==> config.mk <==
export PLATFORM = sky130hd
export DESIGN_NAME = onchip_mem_stream_reader
export DESIGN_NICKNAME = d
export VERILOG_FILES = /design/src/rtl/onchip_rd_pkg.sv /design/src/rtl/onchip_rd_fifo.sv /design/src/rtl/onchip_mem_stream_reader.sv
export SDC_FILE = /design/constraint.sdc
export NUM_CORES = 1
export LEC_CHECK = 0
export BUFFER_PORTS_ARGS = -buffer_cell sky130_fd_sc_hd__clkbuf_2
export CORE_MARGIN = 3
export CORE_UTILIZATION = 28
export DETAILED_ROUTE_END_ITERATION = 7
export PLACE_DENSITY = 0.59
export SLEW_MARGIN = 25
export SYNTH_ARGS = -nofsm -noshare
export SYNTH_HDL_FRONTEND = slang
export SYNTH_SLANG_ARGS = --single-unit
==> constraint.sdc <==
create_clock -name clk -period 2.5 [get_ports clk]
set_input_delay 0.375 -clock clk [delete_from_list [all_inputs] [get_ports clk]]
set_output_delay 0.375 -clock clk [all_outputs]
set_load 0.1 [all_outputs]
==> src/rtl/onchip_rd_pkg.sv <==
// onchip_rd_pkg: shared state encoding and default sizes for the on-chip memory stream reader
package onchip_rd_pkg;
    localparam int ADDR_W_DEF     = 18;
    localparam int DATA_W_DEF     = 32;
    localparam int MEM_DEPTH_DEF  = 217088;
    localparam int FIFO_DEPTH_DEF = 4;
    typedef enum logic [1:0] {ST_IDLE, ST_ISSUE, ST_DRAIN, ST_DONE} rd_state_e;
endpackage

==> src/rtl/onchip_rd_fifo.sv <==
// onchip_rd_fifo: synchronous show-ahead FIFO with occupancy count
//   clk/reset : clock, sync active-high reset (flushes contents)
//   i_push/i_wdata : write side; i_pop : consume head word
//   o_rdata : head word (zero when empty); o_count : words held
module onchip_rd_fifo #(
    parameter int DATA_W = 32,
    parameter int DEPTH  = 4,
    localparam int PW    = $clog2(DEPTH),
    localparam int CW    = PW + 1
) (
    input  logic              clk,
    input  logic              reset,
    input  logic              i_push,
    input  logic [DATA_W-1:0] i_wdata,
    input  logic              i_pop,
    output logic [DATA_W-1:0] o_rdata,
    output logic [CW-1:0]     o_count
);
    logic [DATA_W-1:0] r_mem [DEPTH];
    logic [PW-1:0]     r_wp, r_rp;
    logic [CW-1:0]     r_count;
    logic              w_push, w_pop;
    assign w_push  = i_push && (r_count != CW'(DEPTH));
    assign w_pop   = i_pop && (r_count != '0);
    assign o_count = r_count;
    assign o_rdata = (r_count != '0) ? r_mem[r_rp] : '0;
    always_ff @(posedge clk) begin
        if (w_push) r_mem[r_wp] <= i_wdata;
    end
    always_ff @(posedge clk) begin
        if (reset) begin
            r_wp    <= '0;
            r_rp    <= '0;
            r_count <= '0;
        end else begin
            if (w_push) r_wp <= r_wp + 1'b1;
            if (w_pop) r_rp <= r_rp + 1'b1;
            r_count <= r_count + CW'(w_push) - CW'(w_pop);
        end
    end
endmodule

==> src/rtl/onchip_mem_stream_reader.sv <==
// onchip_mem_stream_reader: reads a block of words from on-chip memory and streams them out in order
//   clk/reset : clock, sync active-high reset
//   start/start_addr/length : launch a transfer; busy/done/err : status
//   address..readdata : read-only memory master, fixed 1-cycle read latency
//   st_data/st_valid/st_ready : valid/ready output stream
//   ONCHIP_RD_BOUND_CHK_EN : when defined, out-of-range requests set err and issue no reads
module onchip_mem_stream_reader
    import onchip_rd_pkg::*;
#(
    parameter int ADDR_W     = ADDR_W_DEF,
    parameter int DATA_W     = DATA_W_DEF,
    parameter int MEM_DEPTH  = MEM_DEPTH_DEF,
    parameter int FIFO_DEPTH = FIFO_DEPTH_DEF
) (
    input  logic              clk,
    input  logic              reset,
    input  logic              start,
    input  logic [ADDR_W-1:0] start_addr,
    input  logic [ADDR_W-1:0] length,
    output logic              busy,
    output logic              done,
    output logic              err,
    output logic [ADDR_W-1:0] address,
    output logic [3:0]        byteenable,
    output logic              chipselect,
    output logic              write,
    output logic [DATA_W-1:0] writedata,
    output logic              clken,
    input  logic [DATA_W-1:0] readdata,
    output logic [DATA_W-1:0] st_data,
    output logic              st_valid,
    input  logic              st_ready
);
    localparam int CW = $clog2(FIFO_DEPTH) + 1;
    localparam logic [ADDR_W-1:0] LP_LAST = ADDR_W'(MEM_DEPTH - 1);

    rd_state_e         r_state, w_state_nxt;
    logic [ADDR_W-1:0] r_addr, w_addr_nxt;
    logic [ADDR_W-1:0] r_remain, w_remain_nxt;
    logic              r_inflight;
    logic [CW-1:0]     w_count;
    logic              w_room, w_bad;

    assign write      = 1'b0;
    assign writedata  = '0;
    assign byteenable = 4'hF;
    assign clken      = 1'b1;
    assign address    = r_addr;
    assign st_valid   = (w_count != '0);
    // Room is judged against words held plus the read still in flight, so a
    // returning word always has a slot even if the consumer stalls.
    assign w_room     = (w_count + CW'(r_inflight)) < CW'(FIFO_DEPTH);

`ifdef ONCHIP_RD_BOUND_CHK_EN
    localparam logic [ADDR_W:0] LP_DEPTH = (ADDR_W+1)'(MEM_DEPTH);
    logic [ADDR_W:0] w_end;
    logic            r_err;
    assign w_end = {1'b0, start_addr} + {1'b0, length};
    assign w_bad = ({1'b0, start_addr} >= LP_DEPTH) || (w_end > LP_DEPTH);
    assign err   = r_err;
    always_ff @(posedge clk) begin
        if (reset) r_err <= 1'b0;
        else if (r_state == ST_IDLE && start) r_err <= w_bad;
    end
`else
    assign w_bad = 1'b0;
    assign err   = 1'b0;
`endif

    onchip_rd_fifo #(.DATA_W(DATA_W), .DEPTH(FIFO_DEPTH)) u_fifo (
        .clk     (clk),
        .reset   (reset),
        .i_push  (r_inflight),
        .i_wdata (readdata),
        .i_pop   (st_valid && st_ready),
        .o_rdata (st_data),
        .o_count (w_count)
    );

    always_ff @(posedge clk) begin
        if (reset) begin
            r_state    <= ST_IDLE;
            r_addr     <= '0;
            r_remain   <= '0;
            r_inflight <= 1'b0;
        end else begin
            r_state    <= w_state_nxt;
            r_addr     <= w_addr_nxt;
            r_remain   <= w_remain_nxt;
            r_inflight <= chipselect;
        end
    end

    always_comb begin
        w_state_nxt  = r_state;
        w_addr_nxt   = r_addr;
        w_remain_nxt = r_remain;
        chipselect   = 1'b0;
        busy         = (r_state == ST_ISSUE) || (r_state == ST_DRAIN);
        done         = (r_state == ST_DONE);
        case (r_state)
            ST_IDLE: if (start) begin
                w_addr_nxt   = start_addr;
                w_remain_nxt = length;
                w_state_nxt  = (w_bad || length == '0) ? ST_DONE : ST_ISSUE;
            end
            ST_ISSUE: begin
                chipselect = w_room;
                if (w_room) begin
                    w_addr_nxt   = (r_addr == LP_LAST) ? '0 : r_addr + 1'b1;
                    w_remain_nxt = r_remain - 1'b1;
                    if (r_remain == ADDR_W'(1)) w_state_nxt = ST_DRAIN;
                end
            end
            ST_DRAIN: if (!r_inflight && w_count == '0) w_state_nxt = ST_DONE;
            default: w_state_nxt = ST_IDLE;
        endcase
    end
endmodule

# Yosys cells after proc, flatten, opt, wreduce, memory -nomap -nowiden
# Memories as Yosys holds them, arrays and structs flattened. A register that Yosys moved wholly into a read port is not among the register bits.
# Index checks and enable logic that the tools add are counted.
# W data, S select, Z words.
# op_classes
n_addsub	7
order_cmp	1
n_eq_ne	10
muxes	19
n_reduce_logical	13
# ops
cell	n
$mux W18	5
$pmux W18 S2	2
$mux W32	1
$add A18 B1 Y18 const B	1
$eq A18 B1 Y1 const B	1
$eq A18 B18 Y1 const B	1
$logic_not A18 Y1	1
$sub A18 B1 Y18 const B	1
$mux W2	7
$add A3 B1 Y3	2
$pmux W2 S3	1
$add A2 B1 Y2 const B	2
$eq A2 B2 Y1 const B	2
$logic_and A1 B1 Y1	4
$ne A2 B1 Y1 const B	2
$ne A2 B2 Y1 const B	2
$reduce_and A4 Y1	1
$logic_not A3 Y1	1
$lt A3 B3 Y1 const B	1
$mux W1	3
$ne A3 B3 Y1 const B	1
$reduce_and A3 Y1	1
$reduce_bool A3 Y1	1
$sub A3 B1 Y3	1
5 further kinds	5
# word_totals
ff_bits	46
ram_bits	128
in_bits	72
out_inout_bits	93
mem_count	1
# mem_list
name	depth	width	read_ports	rd_clocked_by_memory_dff	wr	line_no	source
u_fifo.r_mem	4	32	1	1	1	onchip_rd_fifo.sv:19	logic [DATA_W-1:0] r_mem [DEPTH];

# Logic depth before layout (Yosys ltp)
# Gate-level depths: netlist of run 1.
# logic_depth
depth_word	5
mapped_depth	10

# Hierarchy
# A second synthesis of run 1 with hierarchy kept.
# hier_totals
hier_cells	642
hier_area_um2	8202.9
# by_module_without_submodules
mod	instances	cells_each	area_per_inst_um2	seq_area_each_um2
onchip_rd_fifo	1	252	5302.6	4023.9
onchip_mem_stream_reader	1	390	2900.3	780.7

# Worst setup path after synthesis of run 1
# Ideal clock, no wire load.
# synth_path
kind	flip-flop to output port
from	reg u_fifo.r_count[2], in the netlist u_fifo.o_count[2]
to	out st_data[22]
t_arrival_ps	2626
required_time_ps	2125
slack_ps	-501
stages_incl_launch_ff	6
path_buffers	3
cell_sequence	dfxtp_1 > buf_2 > or3_1 > clkbuf_1 > clkbuf_1 > and2_1
# synth_via
elab_chain_cells	2
# synth_rtl
item	line_no	source
start: declaration	onchip_rd_fifo.sv:21	logic [CW-1:0] r_count;
start signal: assignment	onchip_rd_fifo.sv:38	r_count <= r_count + CW'(w_push) - CW'(w_pop);
$reduce_bool A3 Y1	n/a	
named net st_valid	onchip_mem_stream_reader.sv:31	output logic st_valid,
$mux W32	onchip_rd_fifo.sv:26	assign o_rdata = (r_count != '0) ? r_mem[r_rp] : '0;
end: declaration	onchip_mem_stream_reader.sv:30	output logic [DATA_W-1:0] st_data,
# The timed path passes the listed nets, and every way through them passes these cells.

==> results of run 1 <==
per-stage QoR:
step                cell area, µm²  setup slack [ns]  utilization, %
detailed placement            9750             0.252            33.8
CTS                          10300            0.0692            35.8
finish                       10300             0.123            35.8
global route                 10300            0.0143            35.8
global placement              9750             0.268            33.8
floorplan                     8380            0.0169               -
placed cells by master (no fill, tap or decap), types with 5 or more instances in the layout:
master       n
buf_12      36
ha_1        14
nor4_1      10
nor2b_1     12
clkbuf_16   17
and2_1      28
a31oi_1     14
nand2b_1     7
edfxtp_1   128
dfxtp_1     47
or3_1        6
o21ai_0     13
a21oi_1     31
and3_1       8
nor3_1      15
nand4_1      9
buf_4       21
and2_2       9
inv_8        5
mux4_2      32
inv_1       20
nand2_1     27
clkbuf_2    91
nor2_1      28
o21ai_1     13
nand3_1     25
conb_1      39
cell families (layout without fill, tap and decap cells):
kind of cell	after synthesis	in the layout	synth area share (%)
AO/OA/AOI/OAI	108	108	8.13
XOR/XNOR	7	7	0.928
adder cells (fa/ha/maj)	15	15	2.37
buffers and inverters	96	200	6.36
flip-flops	176	176	58.4
multiplexers	40	40	9.80
other	2	39	0.0913
AND/OR/NAND/NOR	203	203	13.9
path summary, 6_finish.rpt:
| path | cells past startpoint | end |
|---|---|---|
| worst min register to register | 2 | r_remain[14]$_SDFFE_PP0P_ |
| worst min-delay path | 1 | u_fifo.r_mem[2][28]$_DFFE_PP_ |
| worst max register to register | 8 | u_fifo.o_count[2]$_SDFF_PP0_ |
| worst max-delay path | 4 | st_data[20] |
flip-flops by register name, indices dropped and copies added (netlist names), named ones only:
| register | flops |
|---|---|
| r_state | 2 |
| r_inflight | 1 |
| address | 18 |
| u_fifo.o_count | 3 |
| u_fifo.r_mem | 128 |
| u_fifo.r_rp | 2 |
| r_remain | 18 |
| u_fifo.r_wp | 2 |
metal layers:
metal  track usage (%)  wire length (µm)  share of wire, %  vias to the layer above
met5                 0                10             0.051                        -
met4              3.30               273               1.4                        2
met3              3.96              1680               8.6                       26
met2              19.2              8980                46                      244
met1              17.2              8730                44                     2660
li1                  -                 -                 -                     2622
layout make-up:
cell class | instances | area share (%)
clock buffer | 17 | 4.11
clock inverter | 15 | 1.58
inverter | 20 | 0.726
multi-input combinational | 412 | 29.6
sequential | 176 | 46.5
tap | 384 | 4.64
timing repair buffer | 148 | 12.9
worst max-delay path, cell delays in order (launching register included):
cell and delay (ns):
dfxtp_2 0.34, buf_12 0.26, mux4_2 0.57, and2_1 0.21, buf_12 0.17
==> results.toml, run 1 <==
[status]
outcome = "finished, final reports clean"

[layout]
final_cells = 1172
fillers = 2809
multi_input_area_um2 = 3060
antenna_cells = 0
drive_gt1_share_pct = 30.1
syn_to_final_growth_pct = 25.8
fin_nets = 862
regArea_um2 = 4810

[timing]
fin_crit_ns = 2.38
finalHoldViolCount = 0
slew_viol_final = 0
tightest_slew_ns = 0.800
fin_crit_sh_pct = 95.1
tns_ns = 0
finalSetupViolCount = 0
relSlewSlack_pct = 46.7
worst_clock_skew_ns = 0.00906
grt_setup_unrepaired = "false"
fmax_mhz = 421
timing.hold.ws_ns = 0.165

[placed_design]
io_buffers = 125
hpwlAfterDp_um = 13100
place_inst = 1140
gp_congestion = 0.820

[floorplanning]
die_h_um = 177
die_w_um = 177
row_count = 62
core_area_um2 = 28900
die-area_um2 = 31500
start_util_pct = 28.5
pin_count = 165

[clock_network]
clkTransAtPathRegs_ns = 0.07
cts_htree_levels = 4
postCtsSetupRepairBufs = 0
post_cts_resized = 0
cts.path.max_buffers = 2
clkLatencyLatePin_ns = 0.42
root_buffer = "clkbuf_16"
postCtsHoldBufs = 0
cts.sinks = 176
cts_buffers = 17
cts_tree = "yes"

[min_path]
worstHoldStart = "readdata[28]"
hp-class = "input port to flop"

[routing]
drt_pre_antenna_iters = 5
drc = 0
ant_nets = 0
wl_per_cell_um = 16.8
wirelength_um = 19700
vias = 5554
drtIter0Drc = 390
vias_per_cell = 4.74

[worst_setup_path]
reg2reg_from = "u_fifo.o_count[2]$_SDFF_PP0_"
worstPathRequired_ns = 2.12
worst_ep_arrival_time_ns = 2.00
crit_fanout = 32
worstSetupPathType = "flop to primary output"
end_kind = "primary output"
r2r_slack_ns = 0.25
critical_path.startpoint_type = "flop"

[grt]
grt_pass1_wl_um = 30800
grt.total_usage_pct = 12.5
antenna_found_initial = 1
grt_overflow_total = 0
grt_max_degree = 40
grt_pass1_vias = 5541

[yosys]
async_flop_share_pct = 0
synth.top_cells.by_area = "edfxtp_1, dfxtp_1, mux4_2, buf_4, and2_1"
synth_edf_count = 128
synth.largest_area_cell = "edfxtp_1"
synth_area_um2 = 8220
yosysMostFrequentCell = "edfxtp_1"
ys.flop_type = "edfxtp_1"
ys_seq_area_share_pct = 58.4
avgSynthCellArea_um2 = 12.7
synth_commonest_cells = "edfxtp_1, dfxtp_1, buf_4"
synth_top_area_share_pct = 46.7
ys_types = 60
ys_ff_latch = 176
yosys_warnings = 0
syn_inst = 647

[run]
drv_cap = 0
Power of run 1 is not shown: default switching activity piles up to over one toggle a cycle in this logic, so the estimate is an artifact.
==> inputs of run 2 (changes only) <==
--- a/config.mk
+++ b/config.mk
@@ -9,7 +9,7 @@
 export CORE_MARGIN = 3
 export CORE_UTILIZATION = 28
 export DETAILED_ROUTE_END_ITERATION = 7
-export PLACE_DENSITY = 0.59
+export PLACE_DENSITY = 0.57
 export SLEW_MARGIN = 25
 export SYNTH_ARGS = -nofsm -noshare
 export SYNTH_HDL_FRONTEND = slang
==> constraint.sdc (replaced) <==
create_clock -name clk -period 3.1 [get_ports clk]
set_input_delay 0.465 -clock clk [delete_from_list [all_inputs] [get_ports clk]]
set_output_delay 0.465 -clock clk [all_outputs]
set_load 0.1 [all_outputs]
==> run 2 against run 1 <==
Critical path depth unchanged. Setup slack gained 0.35 ns. Non-clock buffer count fell by 10. Global-route usage is 0.39 points lower. Utilization down 2.0 points. Final cell count fell by 0.94%. Worst hold slack gained 0.098 ns. Design area decreased by 5.5%. Sequential share of layout area is 2.7 points higher. Die area unchanged. Routed wire length down 1.9%. Critical endpoint is now st_data[21].
==> results.toml, run 2 (synthesized netlist as in run 1, its figures left out) <==
[worst_setup_path]
reg2reg_from = "r_state[1]$_SDFFE_PP0P_"
worstReg2RegEnd = "r_remain[12]$_SDFFE_PP0P_"
crit_buf_inv = 2
crit_fanout = 32
worstSetupPathType = "flop to primary output"
critical_path.startpoint_type = "flop"
r2r_slack_ns = 0.82
ff2ff_path_depth = 7
worst_ep_arrival_time_ns = 2.16
max_stage_delay_ns = 0.56
end_kind = "primary output"
worstPathRequired_ns = 2.63
cp_slowest_cell = "mux4_2"
cp_top_family = "buffers and inverters"
worstPathCellList = "buf_12 -> mux4_2 -> and2_1 -> clkbuf_2"

[floorplanning]
die_h_um = 177
die_w_um = 177
die-area_um2 = 31500
core_area_um2 = 28900
row_count = 62
start_util_pct = 28.5
pin_count = 165

[timing]
relSlewSlack_pct = 48.3
tns_ns = 0
tightest_slew_ns = 0.775
fin_crit_ns = 2.62
worst_clock_skew_ns = 0.0131
finalSetupViolCount = 0
slew_viol_final = 0
grt_setup_unrepaired = "false"
fmax_mhz = 381
fin_crit_sh_pct = 84.6
finalHoldViolCount = 0

[clock_network]
post_cts_resized = 0
cts_buffers = 17
clkTransAtPathRegs_ns = 0.07
cts.path.max_buffers = 2
cts_tree = "yes"
postCtsHoldBufs = 0
clkLatencyLatePin_ns = 0.42
cts.sinks = 176
postCtsSetupRepairBufs = 0
cts_htree_levels = 4
root_buffer = "clkbuf_16"

[routing]
ant_nets = 0
wl_per_cell_um = 16.6
drtIter0Drc = 405
vias_per_cell = 4.75
drc = 0
drt_pre_antenna_iters = 7
vias = 5512
wirelength_um = 19300

[grt]
grt_pass1_wl_um = 29800
grt.total_usage_pct = 12.1
grt_max_degree = 52
grt_overflow_total = 0
antenna_found_initial = 1
grt_pass1_vias = 5435

[layout]
largest_reg_flops = 128
regMostFlops = "u_fifo.r_mem"
syn_to_final_growth_pct = 18.8
final_common_cell = "edfxtp_1"
fin_nets = 852
fillers = 2892
layout_common_cells = "edfxtp_1, clkbuf_2, dfxtp_1"
antenna_cells = 0
drive_gt1_share_pct = 27.8

[min_path]
hp-class = "input port to flop"
worstHoldStart = "readdata[30]"
whs_path_depth = 1
hold-path-endpoint = "u_fifo.r_mem[3][30]$_DFFE_PP_"

[placed_design]
gp_congestion = 0.842
hpwlAfterDp_um = 12700
io_buffers = 125

[run]
drv_cap = 0

[status]
outcome = "finished, final reports clean"
-- run 2: cell types whose count changed in the layout (fill, tap and decap cells not counted), moves of 2 or more --
cell / before / now
buf_12: 36 / 5
and2_1: 28 / 37
inv_6: 4 / 2
buf_4: 21 / 15
and2_2: 9 / 0
clkbuf_2: 91 / 118
clkinv_4: 1 / 3
-- run 2: metal layers --
| layer | global-route usage, % | share of wire, % |
|---|---|---|
| met1 | 16.1 | 45 |
| met2 | 20.0 | 47 |
| met3 | 3.42 | 6.7 |
| met4 | 2.45 | 0.54 |
| met5 | 0 | 0.062 |
-- run 2: how the worst max path moves through the flow --
stage | start | end | cells past startpoint
after floorplan | u_fifo.o_count[2]$_SDFF_PP0_ | st_data[22] | 5
after global placement | r_state[1]$_SDFFE_PP0P_ | address[0]$_SDFFE_PP0P_ | 7
after detailed placement | r_state[1]$_SDFFE_PP0P_ | address[0]$_SDFFE_PP0P_ | 7
after CTS | flop | st_data[31] | 4
after global routing | flop | st_data[14] | 4
final | flop | st_data[21] | 4
-- run 2: area by class of cell --
| cell class | instances | area [µm²] | area share, % |
|---|---|---|---|
| repair buffers | 138 | 803 | 8.22 |
| clock inverters | 14 | 140 | 1.43 |
| well taps | 384 | 480 | 4.92 |
| clock buffers | 17 | 425 | 4.35 |
| inverters | 20 | 75.1 | 0.768 |
| multi-input cells | 412 | 3040 | 31.1 |
| flip-flops and latches | 176 | 4810 | 49.2 |
-- run 2: stage by stage --
| stage | utilization (%) | cells | setup WS (ns) | hold WS [ns] | area, µm² |
|---|---|---|---|---|---|
| floorplan | - | 684 | 0.00885 | 0.453 | 8360 |
| global placement | 31.9 | 1130 | 0.669 | 0.465 | 9200 |
| detailed placement | 31.9 | 1130 | 0.566 | 0.474 | 9200 |
| CTS | 33.8 | 1161 | 0.429 | 0.244 | 9770 |
| global route | 33.9 | 1161 | 0.386 | 0.249 | 9770 |
| finish | 33.9 | 1161 | 0.477 | 0.263 | 9770 |
Power of run 2 is left out for the same reason.
